`src/rtl/md_pkg.sv`:
```
// Shared types and constants for the motion-update sweep.
package md_pkg;

    localparam int PARTICLE_W = 97;
    localparam int N_CELL     = 27;
    localparam int DEPTH      = 64;
    localparam int ADDR_W     = 6;
    localparam int CELL_W     = 5;

    typedef enum logic [2:0] {
        IDLE    = 3'd0,
        READ    = 3'd1,
        WAIT    = 3'd2,
        COMPUTE = 3'd3,
        WRITE   = 3'd4,
        NEXT    = 3'd5,
        DONE    = 3'd6
    } state_t;

    // Saturating increment for the moved-particle counter.
    function automatic logic [15:0] sat_inc16(input logic [15:0] v);
        return (v == 16'hFFFF) ? v : (v + 16'd1);
    endfunction

endpackage

```
`src/rtl/motion_update_ctrl.sv`:
```
// Sweeps every slot of every cell memory, pushes each valid particle through
// the external cell-index datapath and writes it to its destination cell.
module motion_update_ctrl
    import md_pkg::*;
#(
    parameter int N_CELL = md_pkg::N_CELL,
    parameter int DEPTH  = md_pkg::DEPTH,
    parameter int ADDR_W = md_pkg::ADDR_W
) (
    input  logic                  clk,
    input  logic                  rst,
    input  logic                  start,
    output logic                  busy,
    output logic                  done,
    output logic                  rd_en,
    output logic [CELL_W-1:0]     rd_cell,
    output logic [ADDR_W-1:0]     rd_addr,
    input  logic [PARTICLE_W-1:0] rd_pos,
    input  logic [PARTICLE_W-1:0] rd_vel,
    output logic [PARTICLE_W-1:0] cidx_p,
    output logic [PARTICLE_W-1:0] cidx_v,
    input  logic [32:0]           cidx_index,
    input  logic [PARTICLE_W-1:0] cidx_newp,
    output logic                  wr_valid,
    input  logic                  wr_ready,
    output logic [CELL_W-1:0]     wr_cell,
    output logic [PARTICLE_W-1:0] wr_data,
    output logic [15:0]           moved_cnt,
    output logic                  err
);

    localparam logic [ADDR_W-1:0]     LAST_SLOT = ADDR_W'(DEPTH - 1);
    localparam logic [CELL_W-1:0]     LAST_CELL = CELL_W'(N_CELL - 1);
    localparam logic [PARTICLE_W-1:0] VALID_BIT = {1'b1, {(PARTICLE_W-1){1'b0}}};

    state_t                  state_q, state_d;
    logic [CELL_W-1:0]       cell_q, cell_d;
    logic [ADDR_W-1:0]       slot_q, slot_d;
    logic                    force_adv_q, force_adv_d;
    logic                    busy_q, busy_d;
    logic                    done_q, done_d;
    logic                    rd_en_q, rd_en_d;
    logic [CELL_W-1:0]       rd_cell_q, rd_cell_d;
    logic [ADDR_W-1:0]       rd_addr_q, rd_addr_d;
    logic [PARTICLE_W-1:0]   cidx_p_q, cidx_p_d;
    logic [PARTICLE_W-1:0]   cidx_v_q, cidx_v_d;
    logic                    wr_valid_q, wr_valid_d;
    logic [CELL_W-1:0]       wr_cell_q, wr_cell_d;
    logic [PARTICLE_W-1:0]   wr_data_q, wr_data_d;
    logic [15:0]             moved_q, moved_d;
    logic                    err_q, err_d;

    // Next-state, counter and datapath-register logic; outputs are decoded
    // from the next state so every port comes straight from a flop.
    always_comb begin
        state_d     = state_q;
        cell_d      = cell_q;
        slot_d      = slot_q;
        force_adv_d = force_adv_q;
        rd_cell_d   = rd_cell_q;
        rd_addr_d   = rd_addr_q;
        cidx_p_d    = cidx_p_q;
        cidx_v_d    = cidx_v_q;
        wr_cell_d   = wr_cell_q;
        wr_data_d   = wr_data_q;
        moved_d     = moved_q;
        err_d       = err_q;

        case (state_q)
            IDLE: begin
                if (start) begin
                    cell_d      = {CELL_W{1'b0}};
                    slot_d      = {ADDR_W{1'b0}};
                    force_adv_d = 1'b0;
                    moved_d     = 16'd0;
                    err_d       = 1'b0;
                    state_d     = READ;
                end else begin
                    state_d     = IDLE;
                end
            end
            READ: begin
                state_d = WAIT;
            end
            WAIT: begin
                cidx_p_d = rd_pos;
                cidx_v_d = rd_vel;
                if (!rd_pos[PARTICLE_W-1]) begin
                    // An empty slot ends the occupied region of this cell.
                    force_adv_d = 1'b1;
                    state_d     = NEXT;
                end else begin
                    state_d     = COMPUTE;
                end
            end
            COMPUTE: begin
                if (cidx_index >= 33'(N_CELL)) begin
                    err_d   = 1'b1;
                    state_d = NEXT;
                end else begin
                    wr_cell_d = cidx_index[CELL_W-1:0];
                    wr_data_d = cidx_newp | VALID_BIT;
                    state_d   = WRITE;
                end
            end
            WRITE: begin
                if (wr_ready) begin
                    moved_d = sat_inc16(moved_q);
                    state_d = NEXT;
                end else begin
                    state_d = WRITE;
                end
            end
            NEXT: begin
                force_adv_d = 1'b0;
                if (force_adv_q || (slot_q == LAST_SLOT)) begin
                    slot_d = {ADDR_W{1'b0}};
                    if (cell_q == LAST_CELL) begin
                        state_d = DONE;
                    end else begin
                        cell_d  = cell_q + 5'd1;
                        state_d = READ;
                    end
                end else begin
                    slot_d  = slot_q + ADDR_W'(1);
                    state_d = READ;
                end
            end
            DONE: begin
                state_d = IDLE;
            end
            default: begin
                state_d = IDLE;
            end
        endcase

        rd_en_d    = (state_d == READ);
        wr_valid_d = (state_d == WRITE);
        busy_d     = (state_d != IDLE);
        done_d     = (state_d == DONE);
        if (state_d == READ) begin
            rd_cell_d = cell_d;
            rd_addr_d = slot_d;
        end else begin
            rd_cell_d = rd_cell_q;
            rd_addr_d = rd_addr_q;
        end
    end

    // State and output registers; reset abandons any sweep or pending write.
    always_ff @(posedge clk or posedge rst) begin
        if (rst) begin
            state_q     <= IDLE;
            cell_q      <= {CELL_W{1'b0}};
            slot_q      <= {ADDR_W{1'b0}};
            force_adv_q <= 1'b0;
            busy_q      <= 1'b0;
            done_q      <= 1'b0;
            rd_en_q     <= 1'b0;
            rd_cell_q   <= {CELL_W{1'b0}};
            rd_addr_q   <= {ADDR_W{1'b0}};
            cidx_p_q    <= {PARTICLE_W{1'b0}};
            cidx_v_q    <= {PARTICLE_W{1'b0}};
            wr_valid_q  <= 1'b0;
            wr_cell_q   <= {CELL_W{1'b0}};
            wr_data_q   <= {PARTICLE_W{1'b0}};
            moved_q     <= 16'd0;
            err_q       <= 1'b0;
        end else begin
            state_q     <= state_d;
            cell_q      <= cell_d;
            slot_q      <= slot_d;
            force_adv_q <= force_adv_d;
            busy_q      <= busy_d;
            done_q      <= done_d;
            rd_en_q     <= rd_en_d;
            rd_cell_q   <= rd_cell_d;
            rd_addr_q   <= rd_addr_d;
            cidx_p_q    <= cidx_p_d;
            cidx_v_q    <= cidx_v_d;
            wr_valid_q  <= wr_valid_d;
            wr_cell_q   <= wr_cell_d;
            wr_data_q   <= wr_data_d;
            moved_q     <= moved_d;
            err_q       <= err_d;
        end
    end

    assign busy      = busy_q;
    assign done      = done_q;
    assign rd_en     = rd_en_q;
    assign rd_cell   = rd_cell_q;
    assign rd_addr   = rd_addr_q;
    assign cidx_p    = cidx_p_q;
    assign cidx_v    = cidx_v_q;
    assign wr_valid  = wr_valid_q;
    assign wr_cell   = wr_cell_q;
    assign wr_data   = wr_data_q;
    assign moved_cnt = moved_q;
    assign err       = err_q;

endmodule

```
`config.mk`:
```
export PLATFORM = sky130hd
export DESIGN_NAME = motion_update_ctrl
export DESIGN_NICKNAME = d
export VERILOG_FILES = /design/src/rtl/md_pkg.sv /design/src/rtl/motion_update_ctrl.sv
export SDC_FILE = /design/constraint.sdc
export NUM_CORES = 1
export LEC_CHECK = 0
export ABC_AREA = 1
export BUFFER_PORTS_ARGS = -buffer_cell sky130_fd_sc_hd__buf_2
export CORE_AREA = 5 5 251 253
export DETAILED_ROUTE_END_ITERATION = 10
export DIE_AREA = 0 0 256 258
export PLACE_DENSITY = 0.57
export SYNTH_ARGS = -nofsm -noshare
export SYNTH_HDL_FRONTEND = slang
export SYNTH_SLANG_ARGS = --single-unit
```
`constraint.sdc`:
```
create_clock -name clk -period 30.8 [get_ports clk]
set_input_delay 9.24 -clock clk [delete_from_list [all_inputs] [get_ports clk]]
set_output_delay 9.24 -clock clk [all_outputs]
set_load 0.005 [all_outputs]
```
==> results_dict.tcl <==
set metrics [dict create \
    skew_ns 0.008327 \
    drt_wl_total_um 48180 \
    utilization 0.3172 \
    rsz0062_at_grt "no" \
    cts_hold_buffers 0 \
    worstPathCellList "buf_2 -> nor2_1 -> nand2_1 -> nor2_1 -> nand3_1 -> nor2_4 -> buf_4 -> nand3_1 -> nand2_1" \
    layout_commonest_cell "nand2_1" \
    seq_power_share 0.398 \
    combPwrFrac 0.298 \
    final_cell_mix "878 x nand2_1, 654 x buf_2, 343 x dfrtp_1" \
    io_pins 656 \
    antenna_found_initial 3 \
    h-tree-depth 2 \
    die_w_um 256 \
    post-route-min-period_ns 11.64 \
    synthDistinctLibCells 35 \
    portBuffers 654 \
    final_max_slew_viol_count 0 \
    grt_overflow 0 \
    p_leak_uw 0.01119 \
    fmax_ghz 0.08587 \
    slowest_stage "buf_4" \
    die_area_mm2 0.06605 \
    clk_pin_slew_worst_paths_ns 0.06 \
    grt_pass1_wl_um 73700 \
    insertion_delay_ns 0.55 \
    setup_viol 0 \
    setup_ws_ns 19.16 \
    slew_headroom 0.2870 \
    status "finished, final reports clean" \
    power-per-cell-area_mw_per_mm2 86.18 \
    synth-seq-cells 343 \
    drt_iter0_markers 776 \
    ys_seq_area_frac 0.6219 \
    clk_path_buf_depth 3 \
    grt_use_total 0.1390 \
    via_per_inst 4.096 \
    area_delta_synth_final_pct 39.72 \
    cp_top_family "simple AND/OR/NAND/NOR gates" \
    fin_nets 2555 \
    cts_resized 0 \
    cts_tree "yes" \
    yosysWarnings 0 \
    crit_required_ns 31.28 \
    dp_worst_setup_slack_ns 18.70 \
    period_share 0.3781 \
    initial_core_util 0.2270 \
    design.core.area_mm2 0.06080 \
    setup_tns_ns 0 \
    dp.cells 2969 \
    dp_hpwl_um 34750 \
    netlist_area_mm2 0.01380 \
    grt_start_max_net_pins 197 \
    layoutNonFillerInstCount 3044 \
    hold_viol_final 0 \
    peakVddDrop_mv 0.06166 \
    cts_buffers 42 \
    syn_inst 1592 \
    arrival_ns 12.12 \
    worst_pin_slew_ns 1.069 \
    routabilityCongestion 0.7992 \
    min_path_type "register to register" \
    final_antenna_net_count 0 \
    drive_gt1_frac 0.3415 \
    die_y_um 258 \
    power_switching_uw 569.0 \
    cts_setup_buffers 0 \
    cp_max_fo 72 \
    drt_first_pass_iters 5 \
    swShare 0.3424 \
    cts.sinks 343 \
    syn_area_per_cell_um2 8.670 \
    fin_hold_ws_ns 0.4632 \
    wl_per_cell_um 15.83 \
    p_clk_frac 0.304 \
    cp-end-kind "register" \
    vias 12468 \
    n_fill_cell 6611 \
    synth_fp_nets 1924 \
    cpPeakStageDelay_ns 0.71 \
    clockRootBuffer "clkbuf_16" \
    critical_path_class "input port to register" \
    p_int_uw 1093 \
    rows 91 \
    drv_cap 0 \
    grt_pass1_vias 12723 \
    drc_errors 0 \
    start_kind "input port" \
    path_buf_inv 2 \
]
metal layers:
metal / vias to the layer above / track usage / part of all wire
li1: 6195 / - / -
met1: 5768 / 0.1692 / 0.41
met2: 413 / 0.2330 / 0.48
met3: 90 / 0.04497 / 0.076
met4: 2 / 0.04843 / 0.034
met5: - / 0 / 0.00027
power by group through the flow:
stage | clock network (µW) | logic [µW] | registers [µW]
floorplan | 0 | 250 | 680
global placement | 0 | 506 | 663
detailed placement | 0 | 513 | 664
CTS | 528 | 512 | 661
global route | 543 | 566 | 679
finish | 506 | 495 | 661
flip-flops by register name, indices dropped and copies added, names as in the netlist, 3 cells and up:
name,count
moved_cnt,16
rd_cell,5
cidx_v,97
rd_addr,6
cell_q,5
state_q,3
wr_cell,5
cidx_p,97
wr_data,97
slot_q,6
cells in the mapped netlist, drive strengths merged:
library cell / count / share of area
nor2: 45 / 0.014
xor2: 9 / 0.0057
nor3b: 1 / 0.00054
o21bai: 1 / 0.0014
nor3: 5 / 0.0022
ha: 4 / 0.0036
or2: 1 / 0.00045
inv: 36 / 0.0098
nand3: 139 / 0.052
a31o: 1 / 0.00063
mux2: 1 / 0.00082
o22ai: 1 / 0.00045
buf: 45 / 0.016
o21ai: 20 / 0.0081
o31ai: 1 / 0.0015
xnor2: 1 / 0.00063
clkbuf: 33 / 0.0090
dfrtp: 343 / 0.62
a21oi: 3 / 0.0011
nand3b: 1 / 0.00054
a31oi: 1 / 0.00045
nand4: 7 / 0.0032
nand2: 893 / 0.25
final cells by class:
cell class                 count  area (µm²)  share of cell area
clock inverter                10       113.9            0.005904
multi-input combinational   1135        4773              0.2475
inverter                      36       147.6            0.007656
sequential                   343        8583              0.4451
clock buffer                  63        1304             0.06761
tap                          790       988.4             0.05126
antenna                        2       5.005           0.0002595
timing repair buffer         665        3368              0.1747
cells by family (layout without fill, tap and decap cells):
group           after synthesis  count (layout)  share of synthesized area
flops                       343             343                     0.6219
xor+xnor                     10              10                   0.006346
fa+ha+maj                     4               4                   0.003626
buf+inv                     114             774                    0.03445
simple gates               1092            1092                     0.3193
mux                           1               1                  0.0008158
other cells                   0               2                          0
compound gates               28              28                    0.01360
through the flow:
step           cell area, µm²  total power, µW
2_1_floorplan           13800            930.6
3_3_place_gp            17860             1168
3_5_place_dp            17860             1177
4_1_cts                 19280             1701
5_1_grt                 19280             1788
6_report                19280             1662
final timing paths:
check,to,startpoint,slack [ns],depth (start not counted)
hold reg to reg,wr_data[89]$_DFFE_PP0P_,wr_data[89]$_DFFE_PP0P_,0.46,2
setup / recovery,wr_data[67]$_DFFE_PP0P_,cidx_index[20],19.16,9
hold / removal,wr_data[89]$_DFFE_PP0P_,wr_data[89]$_DFFE_PP0P_,0.46,2
max in group asynchronous,cidx_p[84]$_DFFE_PP0P_,rst,19.80,4
min in group asynchronous,cidx_v[8]$_DFFE_PP0P_,rst,8.75,2
setup reg to reg,cidx_v[50]$_DFFE_PP0P_,state_q[2]$_DFF_PP0_,27.84,7
worst reg2reg max path, delay by kind of cell, from the launching register on:
| kind | cells | cell delay [ns] |
|---|---|---|
| AND/OR/NAND/NOR | 3 | 0.53 |
| buffers and inverters | 4 | 1.91 |
| flip-flops | 1 | 0.46 |
Note: power is estimated with default switching activity, not from simulation.
